## config.mk

```make
export PLATFORM = sky130hd
export DESIGN_NAME = shift194_ctrl
export DESIGN_NICKNAME = d
export VERILOG_FILES = /design/src/rtl/shift194_ctrl.sv
export SDC_FILE = /design/constraint.sdc
export NUM_CORES = 1
export LEC_CHECK = 0
export CORE_MARGIN = 1.5
export CORE_UTILIZATION = 46
export CTS_CLUSTER_DIAMETER = 50
export DETAILED_ROUTE_END_ITERATION = 8
export HOLD_SLACK_MARGIN = 0.1
export PLACE_DENSITY = 0.84
export SETUP_SLACK_MARGIN = 0.2
export SKIP_CTS_REPAIR_TIMING = 1
export SYNTH_ARGS = -nofsm -noshare
export SYNTH_HDL_FRONTEND = slang
export SYNTH_SLANG_ARGS = --single-unit
```

## constraint.sdc

```tcl
create_clock -name CP -period 4.4 [get_ports CP]
set_clock_uncertainty 0.1 [all_clocks]
set_input_delay 1.1 -clock CP [delete_from_list [all_inputs] [get_ports CP]]
set_output_delay 1.1 -clock CP [all_outputs]
set_load 0.05 [all_outputs]
```

## src/rtl/shift194_ctrl.sv

```systemverilog
// Sequencer for a downstream 74x194: one parallel load followed by LEN shift cycles.
// Optional feature: define SHIFT194_ROTATE_EN to recirculate QD/QA back into the serial input.
module shift194_ctrl (
   input  logic       CP,
   input  logic       CR,
   input  logic       START,
   input  logic [3:0] DIN,
   input  logic       DIR,
   input  logic [2:0] LEN,
   input  logic       FILL,
   input  logic       ROT,
   input  logic       QA_IN,
   input  logic       QD_IN,
   output logic       S0,
   output logic       S1,
   output logic       A,
   output logic       B,
   output logic       C,
   output logic       D,
   output logic       DSR,
   output logic       DSL,
   output logic       CLR_N_O,
   output logic       BUSY,
   output logic       DONE
);

   typedef enum logic [1:0] {IDLE, LOAD, SHIFT, FIN} state_t;

   state_t     r_state;
   state_t     w_state_next;
   logic [3:0] r_din;
   logic       r_dir;
   logic [2:0] r_len;
   logic       r_fill;
   logic       r_rot;
   logic [2:0] r_cnt;
   logic       w_dsr_sh;
   logic       w_dsl_sh;

   always_ff @(posedge CP) begin
      if (CR) begin
         r_state <= IDLE;
         r_din   <= 4'd0;
         r_dir   <= 1'b0;
         r_len   <= 3'd0;
         r_fill  <= 1'b0;
         r_rot   <= 1'b0;
         r_cnt   <= 3'd0;
      end else begin
         r_state <= w_state_next;
         if (r_state == IDLE && START) begin
            r_din  <= DIN;
            r_dir  <= DIR;
            r_len  <= LEN;
            r_fill <= FILL;
            r_rot  <= ROT;
            r_cnt  <= LEN;
         end else if (r_state == SHIFT) begin
            r_cnt  <= r_cnt - 3'd1;
         end
      end
   end

   always_comb begin
      w_state_next = r_state;
      case (r_state)
         IDLE:    if (START) w_state_next = LOAD;
         LOAD:    w_state_next = (r_len != 3'd0) ? SHIFT : FIN;
         SHIFT:   if (r_cnt == 3'd1) w_state_next = FIN;
         FIN:     w_state_next = IDLE;
         default: w_state_next = IDLE;
      endcase
   end

`ifdef SHIFT194_ROTATE_EN
   // Rotation feeds the bit leaving the far end back into the entering end.
   assign w_dsr_sh = (r_rot && !r_dir) ? QD_IN : r_fill;
   assign w_dsl_sh = (r_rot &&  r_dir) ? QA_IN : r_fill;
`else
   assign w_dsr_sh = r_fill;
   assign w_dsl_sh = r_fill;
   logic w_unused;
   assign w_unused = ^{ROT, QA_IN, QD_IN, r_rot};
`endif

   always_comb begin
      {S1, S0}     = 2'b00;
      {A, B, C, D} = 4'b0000;
      DSR          = 1'b0;
      DSL          = 1'b0;
      BUSY         = 1'b0;
      DONE         = 1'b0;
      case (r_state)
         LOAD: begin
            {S1, S0}     = 2'b11;
            {A, B, C, D} = r_din;
            BUSY         = 1'b1;
         end
         SHIFT: begin
            {S1, S0} = r_dir ? 2'b10 : 2'b01;
            DSR      = w_dsr_sh;
            DSL      = w_dsl_sh;
            BUSY     = 1'b1;
         end
         FIN:     DONE = 1'b1;
         default: ;
      endcase
   end

   assign CLR_N_O = ~CR;

endmodule

```

==> metrics.md, run 1 <==
| Metric | Value |
|---|---|
| Post-synthesis sequential area ratio | 37.77% |
| Max Buffers Root-to-Sink | 2 |
| Hpwl dp | 1118 um |
| Met3 wire length | 40 um |
| GRT Total Usage | 18.97% |
| Antenna Cells | 0 |
| Hold Crit Class | reg -> reg |
| Core Util, Final | 65.78% |
| Top routing layer used | met4 |
| Maximum clock frequency | 278.8 MHz |
| Fin Setup TNS | 0 ns |
| Pre-CTS setup slack | 0.8017 ns |
| Synthesized flop and latch total | 14 |
| P_sw | 0.0002365 W |
| Largest net degree at the start of global routing | 15 |
| CTS Buf Count | 3 |
| Crit path from | CR |
| CTS tree | built |
| Leading area contributor after synthesis | dfxtp_1 |
| Aggregate global routing overflow | 0 |
| Post-synthesis cell count | 88 |
| Drt pass-1 iters | 4 |
| Die extent in x | 43.16 um |
| Synth top area share | 37.77% |
| Nets | 135 |
| R2r endpoint | r_state[0]$_SDFFE_PP0P_ |
| Clock root cell | clkbuf_4 |
| Switch share | 43.61% |
| RSZ-0062 raised after global routing | no |
| Post-synth net total | 111 |
| Share of synthesized registers carrying an async set or reset | 0% |
| DR DRC count | 0 |
| Antenna Nets Post-Route | 0 |
| Num rows | 14 |
| Avg Cell Area, Syn | 8.431 um^2 |
| Int Pwr | 0.0003058 W |
| Most frequent cells in the layout | 23 x nand2_1, 22 x clkdlybuf4s50_1, 14 x dfxtp_1 |
| Fin crit period | 3.587 ns |
| Final worst-path cycle share | 81.52% |
| Via count | 628 |
| Clock transition at path regs | 0.08 ns |
| Max VDD drop | 0.3452 mV |
| Initial DRC count | 5 |
| Worst Setup Start Kind | primary input |
| Initial antenna violation count | 0 |
| Max Slew Vio Count | 0 |
| Ports | 26 |
| Slew headroom | 66.30% |
| Synth top area cells | dfxtp_1 38%, ha_1 13%, nand2_1 12% |
| WL final | 1455 um |
| Status | finished, final reports clean |
| Die height | 43.16 um |
| Met2 routed WL | 707 um |
| Worst r2r src | r_state[1]$_SDFFE_PP0P_ |
| Initial core utilization | 49.25% |
| PwrDens | 547.3 nW/um^2 |
| Cells on worst reg2reg path | 5 |
| Leak | 0.3955 nW |
| Core area | 1506 um^2 |
| Primary FF master, synth | dfxtp_1 |
| Flop pwr share | 33.1% |
| Routed wire per std cell | 11.55 um |
| Area growth syn-to-layout | 33.56% |
| Final setup viols | 0 |
| Port bufs | 22 |
| M1 WL | 661 um |
| GP Congestion | 0.7804 |
| Clock Latency Late Sink | 0.28 ns |
| Worst R2R Setup Slack | 2.73 ns |
| Fraction of layout cells with a size suffix above 1 | 7.273% |
| Min Hold Slack | 0.3510 ns |
| Vias in the first global route | 593 |
| Worst endpoint required time | 3.20 ns |
| Commonest non-fill, non-tap cell in the layout | nand2_1 |
| CTS H-tree lvls | 1 |
| DR vias/cell | 4.984 |
| CP Data Arrival Time | 2.39 ns |
| Worst Slack Setup Final | 0.8132 ns |
| Worst Max-Slew Pin Slew | 0.5039 ns |
| Count of final hold-check violations | 0 |
| Clock sink count | 14 |
| Nature of the critical path endpoint | output port |
| Die ar. | 1863 um^2 |
| Critical path destination | CLR_N_O |
| Global-route wire length before repair | 2553 um |
| Syn Std Cell Area | 742.0 um^2 |
| CP Max Fanout | 2 |
| Post-synth cell types | 22 |
| Ys Warns | 0 |
| Comb pwr share | 53.6% |
| Post-synth EDFFs | 0 |
| Clock share of power | 13.3% |
| Crit Path Category | in -> out |
| Max-cap viol count | 0 |
## flip-flops by register name (all words and copies together) (netlist names)
name,cells
r_din,4
r_cnt,3
r_len,3
r_state,2
r_dir,1
r_fill,1
## cell usage after synthesis (2+ instances only)
cell type / count
a21oi_1: 13
and2_1: 6
buf_2: 2
dfxtp_1: 14
ha_1: 8
inv_1: 5
nand2_1: 23
nor2b_1: 3
## final cells by class
type | count | area [um^2]
multi-input combinational | 65 | 421.7
sequential | 14 | 280.3
clock buffer | 3 | 22.52
tap | 16 | 20.02
fill | 129 | 515.5
inverter | 5 | 18.77
timing repair buffer | 23 | 227.7
## worst min-delay path by stage
stage	startpoint	endpoint	slack, ns	cells after the start
final	r_fill$_SDFFE_PP0P_	r_fill$_SDFFE_PP0P_	0.35	2
after global routing	r_din[0]$_SDFFE_PP0P_	r_din[0]$_SDFFE_PP0P_	0.37	2
after CTS	r_fill$_SDFFE_PP0P_	r_fill$_SDFFE_PP0P_	0.36	2
after detailed placement	r_fill$_SDFFE_PP0P_	r_fill$_SDFFE_PP0P_	0.34	2
after global placement	r_din[2]$_SDFFE_PP0P_	r_din[2]$_SDFFE_PP0P_	0.34	2
after floorplan	r_len[1]$_SDFFE_PP0P_	r_len[1]$_SDFFE_PP0P_	0.33	2
## kinds of logic (layout without fill, tap and decap cells)
logic type	Yosys count	after routing	share of synthesized area, %
AO/OA/AOI/OAI	18	18	16.19
XOR/XNOR	2	2	2.361
adder cells (fa/ha/maj)	8	8	13.49
buffers and inverters	9	31	5.397
flip-flops	14	14	37.77
multiplexers	1	1	1.349
AND/OR/NAND/NOR	36	36	23.44
## metrics by stage
step | instances | power [W] | instance area [um^2]
global placement | 123 | 0.0004665 | 968.4
global route | 126 | 0.0005860 | 991.0
floorplan | 88 | 0.0004011 | 742.0
CTS | 126 | 0.0005482 | 991.0
finish | 126 | 0.0005423 | 991.0
detailed placement | 123 | 0.0004754 | 968.4
## power by group through the flow
stage,registers [W],logic (W),clock network [W]
6_report,0.000180,0.000291,0.0000719
3_5_place_dp,0.000183,0.000293,0
3_3_place_gp,0.000180,0.000286,0
5_1_grt,0.000184,0.000320,0.0000813
2_1_floorplan,0.000178,0.000223,0
4_1_cts,0.000180,0.000294,0.0000746
## layer usage
layer | up-vias | global-route usage, %
met3 | 5 | 3.830
li1 | 328 | -
met4 | 0 | 12.73
met2 | 13 | 29.55
met1 | 282 | 23.18
met5 | - | 0
## worst max-delay path, stage by stage
cell             delay (ns)
clkdlybuf4s50_1        0.43
inv_1                  0.06
clkdlybuf4s50_1        0.79
No activity file was read; power rests on OpenSTA's default activity.
==> inputs of run 2 (changes only) <==
- CORE_UTILIZATION: 46 -> 43
- PLACE_DENSITY: 0.84 -> 0.8
- clock period: 4.4 -> 3.5 ns (I/O delays scaled with it)
==> run 2 against run 1 <==
Net effect:
- the flow now finishes with violations (DRC)
- final cell count is 0.79% higher
- first-iteration DRC count rose by 40%
- largest power group unchanged
- critical path type is now reg -> out
- critical endpoint is now S0
- worst setup slack got worse by 0.45 ns
==> metrics.md, run 2 (same netlist as run 1, synthesis figures left out) <==
| Metric | Value |
|---|---|
| CP Max Fanout | 6 (+4) |
| DR DRC count | 1 (+1) |
| Fin crit period | 3.133 ns |
| CTS Buf Count | 3 (unchanged) |
| Worst R2R Setup Slack | 1.82 ns (-0.91 ns) |
| Count of final hold-check violations | 0 (unchanged) |
| Antenna Cells | 0 (unchanged) |
| Crit Path Category | reg -> out |
| Crit path depth | 5 (+2) |
| Most frequent cells in the layout | 23 x nand2_1, 21 x clkdlybuf4s50_1, 14 x dfxtp_1 |
| Nature of the critical path endpoint | output port |
| Die ar. | 1984 um^2 (+6.5%) |
| Via count | 642 (+2.2%) |
| Max Slew Vio Count | 0 (unchanged) |
| DR vias/cell | 5.055 (+1.4%) |
| Global-route wire length before repair | 2546 um (-0.27%) |
| Post-DP Area | 978.4 um^2 (+1.0%) |
| Largest net degree at the start of global routing | 16 (+1) |
| CP Data Arrival Time | 2.16 ns (-0.23 ns) |
| Clock Latency Late Sink | 0.28 ns (about the same) |
| RSZ-0062 raised after global routing | no |
| Max-cap viol count | 0 (unchanged) |
| Max VDD drop | 0.4080 mV (+18%) |
| Clock root cell | clkbuf_4 |
| Die height | 44.54 um (+3.2%) |
| Max FFs per register | 4 (unchanged) |
| Initial antenna violation count | 0 (unchanged) |
| Largest regs | r_din x4, r_cnt x3, r_len x3 |
| Leak | 0.4082 nW (+3.2%) |
| Final setup viols | 0 (unchanged) |
| Tot Pwr | 0.0007121 W (+31%) |
| Status | finished with violations |
| Hold Crit Class | reg -> reg |
| Worst endpoint required time | 2.52 ns (-0.68 ns) |
| Clock sink count | 14 (unchanged) |
| Slew headroom | 66.27% (about the same) |
| Max Buffers Root-to-Sink | 2 (unchanged) |
| Area growth syn-to-layout | 36.76% |
| Min Hold Slack | 0.3534 ns (+0.002382 ns) |
| Ports | 26 (unchanged) |
| Nets | 135 (unchanged) |
| Core area | 1559 um^2 (+3.5%) |
| GP Congestion | 0.7673 (-1.7%) |
| CP max stage cell | clkdlybuf4s50_1 |
| Final worst-path cycle share | 89.53% |
| Buffers and inverters on the worst path | 2 (-1) |
| Clock transition at path regs | 0.09 ns (about the same) |
| Vias in the first global route | 603 (+1.7%) |
| Finished Cell Area | 1015 um^2 (+2.4%) |
| Commonest non-fill, non-tap cell in the layout | nand2_1 |
| Aggregate global routing overflow | 0 (unchanged) |
| PwrDens | 701.8 nW/um^2 (+28%) |
| Hpwl dp | 1154 um (+3.2%) |
| Drt pass-1 iters | 7 (+3) |
| Initial core utilization | 47.59% (-1.7 points) |
| CTS H-tree lvls | 1 (unchanged) |
| Delay of the slowest critical-path stage | 0.79 ns (about the same) |
| Maximum clock frequency | 319.1 MHz |
| Fraction of layout cells with a size suffix above 1 | 9.009% (+1.7 points) |
| Cells on worst reg2reg path | 5 (unchanged) |
| Critical Path, Cell by Cell | inv_1 -> ha_1 -> nor2b_1 -> o21a_1 -> clkdlybuf4s50_1 |
| WL final | 1553 um (+6.7%) |
| Routed wire per std cell | 12.23 um (+5.9%) |
| Worst Setup Start Kind | flop |
| Antenna Nets Post-Route | 0 (unchanged) |
| Cells after DPL | 123 (unchanged) |
| CTS tree | built |
| GRT Total Usage | 18.00% (-0.97 points) |
| Worst hold path depth | 2 (unchanged) |
| Worst Max-Slew Pin Slew | 0.5044 ns (+0.0005307 ns) |
| Delay-heaviest family, CP | buffers and inverters |
| Final Non-Filler Cells | 127 (+0.79%) |
| Initial DRC count | 7 (+2) |
| Port bufs | 22 (unchanged) |
| Num rows | 14 (unchanged) |
| Fin Setup TNS | 0 ns (unchanged) |
| Die extent in x | 44.54 um (+3.2%) |
| Largest reg by FF count | r_din |
| Failing checks | DRC |
==> run 2: changes by cell type in the layout (fill, tap and decap cells not counted) <==
| cell | change |
|---|---|
| clkdlybuf4s50_1 | -1 |
| buf_12 | +1 |
| clkbuf_8 | +1 |
==> run 2: final cells by class <==
cell class,instances,area (um^2)
inverter,5,18.77
sequential,14,280.3
fill,125,544.3
tap,16,20.02
timing repair buffer,23,237.7
multi-input combinational,65,421.7
clock buffer,4,36.28
==> run 2: metal layers <==
layer	routed length, um	GRT usage, %
met4	42	12.73
met1	677	20.30
met5	0	0
met3	38	1.224
met2	794	31.59
==> run 2: metrics by stage <==
stage	utilization [%]	setup slack, ns
final	65.09	0.3666
after global routing	65.09	0.2428
after CTS	65.09	0.3627
after detailed placement	62.76	0.6794
after global placement	62.76	0.7061
after floorplan	-	0.6519
==> run 2: path summary, 6_finish.rpt <==
path	start	endpoint
max reg2reg	r_state[1]$_SDFFE_PP0P_	r_state[0]$_SDFFE_PP0P_
min	r_din[2]$_SDFFE_PP0P_	r_din[2]$_SDFFE_PP0P_
max	r_state[0]$_SDFFE_PP0P_	S0
min reg2reg	r_din[2]$_SDFFE_PP0P_	r_din[2]$_SDFFE_PP0P_
==> run 2: tightest hold or removal path, delay by kind of cell, from the launching register on <==
kind             cells  cell delay (ns)
flip-flops           1             0.31
AND/OR/NAND/NOR      1             0.05
AO/OA/AOI/OAI        1             0.05
==> run 2: power by group <==
group	internal (W)	total, W	switching [W]
Sequential	0.000199	0.000227	0.0000279
Clock	0.0000634	0.000118	0.0000550
Combinational	0.000146	0.000367	0.000221
==> inputs of run 3 (changes only) <==
- HOLD_SLACK_MARGIN: 0.1 -> 0.12
==> results of run 3 <==
Same layout as run 2: the final DEF is identical, and so are final timing and power.
